[src/rtl/aes_inv_round_ctrl.sv]
// Sequencing FSM for the AES inverse-cipher datapath: stage strobes, input mux select and round-key index.
// Optional abort port pair is compiled in when AES_INV_ABORT_EN is defined.
module aes_inv_round_ctrl #(
  parameter int NR        = 10,
  parameter int STAGE_LAT = 1
) (
  input  logic       clk,
  input  logic       rst,
  input  logic       key_ready,
  input  logic       start_valid,
  output logic       start_ready,
  output logic       done_valid,
  input  logic       done_ready,
  output logic       sel_init,
  output logic       en_isr,
  output logic       en_isb,
  output logic       en_ark,
  output logic       en_imc,
  output logic [3:0] rk_idx,
  output logic       busy
`ifdef AES_INV_ABORT_EN
  ,
  input  logic       abort,
  output logic       aborted
`endif
);

  typedef enum logic [2:0] {
    S_IDLE, S_ARK0, S_ISR, S_ISB, S_ARK, S_IMC, S_DONE
  } state_t;

  localparam int            CW       = (STAGE_LAT > 1) ? $clog2(STAGE_LAT) : 1;
  localparam logic [CW-1:0] LAST     = CW'(STAGE_LAT - 1);
  localparam logic [3:0]    RND_INIT = 4'(NR);

  state_t        r_state, w_next;
  logic [CW-1:0] r_cnt;
  logic [3:0]    r_rnd;
  logic          w_last, w_stage, w_accept, w_abort;

  assign w_last      = (r_cnt == LAST);
  assign w_stage     = (r_state != S_IDLE) && (r_state != S_DONE);
  assign start_ready = (r_state == S_IDLE) && key_ready;
  assign w_accept    = start_valid && start_ready;
  assign rk_idx      = r_rnd;

`ifdef AES_INV_ABORT_EN
  logic r_aborted;
  assign w_abort = abort && (r_state != S_IDLE);
  assign aborted = r_aborted;
`else
  assign w_abort = 1'b0;
`endif

  // State, per-state wait counter and round register
  always_ff @(posedge clk or posedge rst) begin
    if (rst) begin
      r_state <= S_IDLE;
      r_cnt   <= '0;
      r_rnd   <= RND_INIT;
    end else begin
      r_state <= w_next;
      if (w_next != r_state || !w_stage) r_cnt <= '0;
      else                               r_cnt <= r_cnt + CW'(1);
      if (w_accept)
        r_rnd <= RND_INIT;
      else if (!w_abort && w_last && (r_state == S_ARK0 || r_state == S_IMC))
        r_rnd <= r_rnd - 4'd1;
    end
  end

`ifdef AES_INV_ABORT_EN
  always_ff @(posedge clk or posedge rst) begin
    if (rst) r_aborted <= 1'b0;
    else     r_aborted <= w_abort;
  end
`endif

  always_comb begin
    w_next = r_state;
    case (r_state)
      S_IDLE: if (w_accept)   w_next = S_ARK0;
      S_ARK0: if (w_last)     w_next = S_ISR;
      S_ISR:  if (w_last)     w_next = S_ISB;
      S_ISB:  if (w_last)     w_next = S_ARK;
      // Final round skips InvMixColumns; rnd==0 here can never wrap
      S_ARK:  if (w_last)     w_next = (r_rnd == 4'd0) ? S_DONE : S_IMC;
      S_IMC:  if (w_last)     w_next = S_ISR;
      S_DONE: if (done_ready) w_next = S_IDLE;
      default:                w_next = S_IDLE;
    endcase
    if (w_abort) w_next = S_IDLE;
  end

  always_comb begin
    sel_init   = (r_state == S_ARK0);
    en_isr     = (r_state == S_ISR) && (r_cnt == '0);
    en_isb     = (r_state == S_ISB) && (r_cnt == '0);
    en_ark     = (r_state == S_ARK0 || r_state == S_ARK) && (r_cnt == '0);
    en_imc     = (r_state == S_IMC) && (r_cnt == '0);
    done_valid = (r_state == S_DONE);
    busy       = (r_state != S_IDLE);
  end

endmodule

[config.mk]
export PLATFORM = sky130hd
export DESIGN_NAME = aes_inv_round_ctrl
export DESIGN_NICKNAME = d
export VERILOG_FILES = /design/src/rtl/aes_inv_round_ctrl.sv
export SDC_FILE = /design/constraint.sdc
export NUM_CORES = 1
export LEC_CHECK = 0
export BUFFER_PORTS_ARGS = -buffer_cell sky130_fd_sc_hd__buf_4
export CAP_MARGIN = 20
export CELL_PAD_IN_SITES_DETAIL_PLACEMENT = 1
export CELL_PAD_IN_SITES_GLOBAL_PLACEMENT = 2
export CORE_MARGIN = 5
export CORE_UTILIZATION = 29
export CTS_CLUSTER_DIAMETER = 30
export CTS_CLUSTER_SIZE = 8
export DETAILED_ROUTE_END_ITERATION = 10
export GPL_TIMING_DRIVEN = 1
export PLACE_DENSITY = 0.79
export SLEW_MARGIN = 10
export SYNTH_ARGS = -nofsm -noshare
export SYNTH_HDL_FRONTEND = slang
export SYNTH_SLANG_ARGS = --single-unit
[constraint.sdc]
create_clock -name clk -period 3.81 [get_ports clk]
set_clock_uncertainty 0.05 [all_clocks]
set_input_delay 1.143 -clock clk [delete_from_list [all_inputs] [get_ports clk]]
set_output_delay 1.143 -clock clk [all_outputs]
set_load 0.01 [all_outputs]
## Word level (Yosys, flattened, before mapping)

Index checks and enable logic that the tools add are counted.

| storage, ports and cells | value |
|---|---|
| register bits | 8 |
| input bits | 5 |
| output and inout port bits | 12 |
| logic and storage cells | 42 |

| operators by class | value |
|---|---|
| add/sub/neg operators | 2 |
| equality and inequality tests | 8 |
| multiplexer cells | 11 |
| bitwise logic cells | 1 |
| reductions and logical operators | 17 |

Operator list:

| cell | count |
|---|---|
| 3-bit 2-to-1 mux | 6 |
| 3-bit one-hot mux with 6 select lines | 1 |
| 3-bit == test (second input constant) | 3 |
| 1-bit logical AND | 8 |
| 4-bit 2-to-1 mux | 2 |
| 3-bit by 2-bit == test with 1-bit output (second input constant) | 2 |
| 4-bit logical NOT | 1 |
| 4-bit by 1-bit subtractor with 4-bit output (second input constant) | 1 |
| 3-bit by 1-bit == test with 1-bit output (second input constant) | 1 |
| 3-bit logical NOT | 1 |
| 1-bit logical OR | 3 |
| 3-bit inequality test | 1 |
| 3-bit inequality test (second input constant) | 1 |
| 3-bit nonzero test | 1 |
| 2-bit 2-to-1 mux | 1 |
| 2-bit nonzero test | 1 |
| 2-bit OR reduction | 1 |
| 1-bit adder (second input constant) | 1 |
| 1-bit logical NOT | 1 |
| 1-bit 2-to-1 mux | 1 |
| 1-bit inverter | 1 |

## Depth between registers and ports, before layout

| depth | value |
|---|---|
| depth after elaboration | 8 |
| gate-level depth with buffers | 5 |
| depth with buffers taken out | 5 |

## Least setup slack after synthesis

No wires, ideal clock.

| timing path | value |
|---|---|
| kind | input -> output |
| start point | input key_ready |
| end point | output start_ready |
| arrival time | 1.289 ns |
| required time | 2.617 ns |
| path slack | 1.328 ns |
| cell stages on the path | 1 |
| buffers on the path | 0 |
| cell sequence | and2_1 |

| on the way | value |
|---|---|
| cells in the longest elaborated chain, start to end | 1 |

Ends and longest elaborated chain:

| item | RTL line | text |
|---|---|---|
| start: declaration | 9 | `input logic key_ready,` |
| 1-bit logical AND | 43 | `assign start_ready = (r_state == S_IDLE) && key_ready;` |
| end: declaration | 11 | `output logic start_ready,` |

Every way passes these cells.

## Worst setup path in the final report

| timing path | value |
|---|---|
| start point | register r_state[0] |
| end point | output en_imc |

| on the way | value |
|---|---|
| cells in the longest elaborated chain, start to end | 2 |

Ends and longest elaborated chain:

| item | RTL line | text |
|---|---|---|
| start: declaration | 36 | `state_t r_state, w_next;` |
| start signal: assignment | 62 | `r_state <= w_next;` |
| 3-bit == test | 100 | `en_imc = (r_state == S_IMC) && (r_cnt == '0);` |
| 1-bit logical AND | 100 |  |
| end: declaration | 18 | `output logic en_imc,` |

Every way passes these cells.

==> qor.txt <==
Status: completed
Hold_buf cts: 0
Core Rows: 15
Post-CTS setup buffer count: 0
Final antenna-violating net count: 0
Final WS setup: 1050 ps
Ant. Diodes: 0
Clk buf depth: 2
WP data arrival: 1560 ps
Setup total negative slack: 0 ps
Met1 Use GR: 0.118
GR Util met2: 0.167
Area Overhead vs Synth: 31.0%
Max Slew Vio Count: 0
Hold Crit Class: register to register
Sequential area share after synthesis: 0.402
Placed Cells incl. Taps: 86
Initial antenna violation count: 0
Most frequent cells in the layout: buf_4 (16), dfrtp_1 (6), inv_1 (5)
Die X-Extent: 51.7 µm
Die ar.: 0.00267 mm²
Delay-heaviest family, CP: simple AND/OR/NAND/NOR gates
FMAX: 0.363 GHz
Clk root buf: clkbuf_4
Vias/cell: 5.18
Layout cells sized above 1: 0.301
Overall Global Routing Usage: 0.101
Synthesis Warnings: 0
Number of global-route vias before repair: 479
Critical path required time: 2620 ps
Synthesized flop and latch total: 8
Worst Path Buf+Inv: 1
CP Class: register to output port
Clk Latency, worst-skew pair: 250 ps
Synth Cell Area: 504 µm²
Post-synthesis cell count: 56
IO Port Bufs: 16
Post-synth cell types: 28
Syn nets: 63
Hold violation count in the final report: 0
RSZ-0062 raised after global routing: no
Cell Chain, Critical Path: nor3b_1 > and2_1 > buf_4
PostCTS Resize Cnt: 0
MaxCap Viol Count: 0
Crit Path Max Fanout: 13
Critical path startpoint category: register
CTS Buf Count: 3
Largest net degree at the start of global routing: 14
Final WL: 1190 µm
Final Util: 0.391
GR Util met3: 0.0372
Final RePlAce weighted congestion: 0.745
Number of setup violations in the final report: 0
Worst slack, placed: 1100 ps
Core Region: 0.00169 mm²
Vias: 466
First-pass GRT wire length: 2030 µm
Die Ht: 51.7 µm
Starting Density: 0.299
Reg clk slew, reported paths: 60 ps
Final Net Count: 81
Hpwl dp: 934 µm
Hold WS: 464 ps
Period utilization: 0.723
CTS Sinks: 8
CTS H-tree lvls: 1
CTS tree: done
Drt pass-1 iters: 4
Crit end category: output port
Leakage Power: 0.320 nW
I/O Pins: 17
Tot Pwr: 512 µW
GR Overflow Total: 0
DRC errors left: 0
Initial drt markers: 1
Most common cell after layout, fill and taps aside: buf_4
Syn Area/Cell: 9.00 µm²
Cell area after layout: 661 µm²
CP peak stage delay: 560 ps
Pwr dens: 775 mW/mm²
Min Clock Period, post-route: 2760 ps
Maximum vdd drop: 261 µV
Gr busiest metal: met2
Final Non-Filler Cells: 90
Crit-path slowest cell: dfrtp_1
Cell Area, Placed: 634 µm²
DR WL/cell: 13.2 µm
## final timing paths
path,start,end,slack [ps],depth (start not counted)
max reg2reg,rk_idx[0],r_state[0],2160,5
max,r_state[0],en_imc,1050,3
min reg2reg,rk_idx[1],rk_idx[1],460,2
max in group asynchronous,rst,rk_idx[3],2630,2
min in group asynchronous,rst,r_state[2],790,2
min,rk_idx[1],rk_idx[1],460,2
## Yosys cell counts
| cell | number | share of area |
|---|---|---|
| dfrtp_1 | 6 | 0.30 |
| inv_1 | 5 | 0.037 |
| a21oi_1 | 4 | 0.040 |
| and2_1 | 3 | 0.037 |
| clkbuf_1 | 3 | 0.022 |
| nand2_1 | 3 | 0.022 |
| nor3_1 | 3 | 0.030 |
| nor3b_1 | 3 | 0.045 |
| and3_1 | 2 | 0.025 |
| and3b_1 | 2 | 0.035 |
| dfstp_2 | 2 | 0.10 |
| ha_1 | 2 | 0.050 |
| o21ai_0 | 2 | 0.020 |
| o221ai_1 | 2 | 0.035 |
| a21o_1 | 1 | 0.015 |
| a31oi_1 | 1 | 0.012 |
| and2b_1 | 1 | 0.015 |
| conb_1 | 1 | 0.0074 |
| nand3_1 | 1 | 0.0099 |
| nor2_1 | 1 | 0.0074 |
| nor4b_1 | 1 | 0.017 |
| o211ai_1 | 1 | 0.015 |
| o22ai_1 | 1 | 0.012 |
| o31a_1 | 1 | 0.017 |
| or3_1 | 1 | 0.012 |
| or3b_4 | 1 | 0.022 |
| or4b_1 | 1 | 0.020 |
| xnor2_1 | 1 | 0.017 |
## power by group
part | internal [mW] | switching (mW) | total [mW]
Sequential | 0.128 | 0.0716 | 0.199
Clock | 0.0401 | 0.0297 | 0.0699
Combinational | 0.135 | 0.108 | 0.243
## state kept, by name (all words and copies together), names as in the netlist
register / flops
rk_idx: 4
r_cnt: 1
r_state: 3
## tightest hold or removal path, cell delays in order (launching register included)
cell	delay [ps]
dfstp_2	380
nand2_1	50
o211ai_1	80
## logic make-up after synthesis
kind of cell	synth area share
simple gates	0.298
compound gates	0.166
buf+inv	0.0596
flops	0.402
fa+ha+maj	0.0496
xor+xnor	0.0174
other cells	0.00744
## per-layer routing
| metal | vias to the layer above | share of wire |
|---|---|---|
| met3 | 0 | 0.055 |
| met2 | 9 | 0.47 |
| met4 | 0 | 0 |
| li1 | 235 | - |
| met5 | - | 0 |
| met1 | 222 | 0.47 |
## area by class of cell
| cell class | instances | area, µm² |
|---|---|---|
| inverters | 5 | 18.8 |
| repair buffers | 16 | 120 |
| fillers | 211 | 1030 |
| flip-flops and latches | 8 | 203 |
| well taps | 17 | 21.3 |
| clock buffers | 4 | 26.3 |
| multi-input cells | 40 | 272 |
Note: power is estimated with default switching activity, not from simulation.
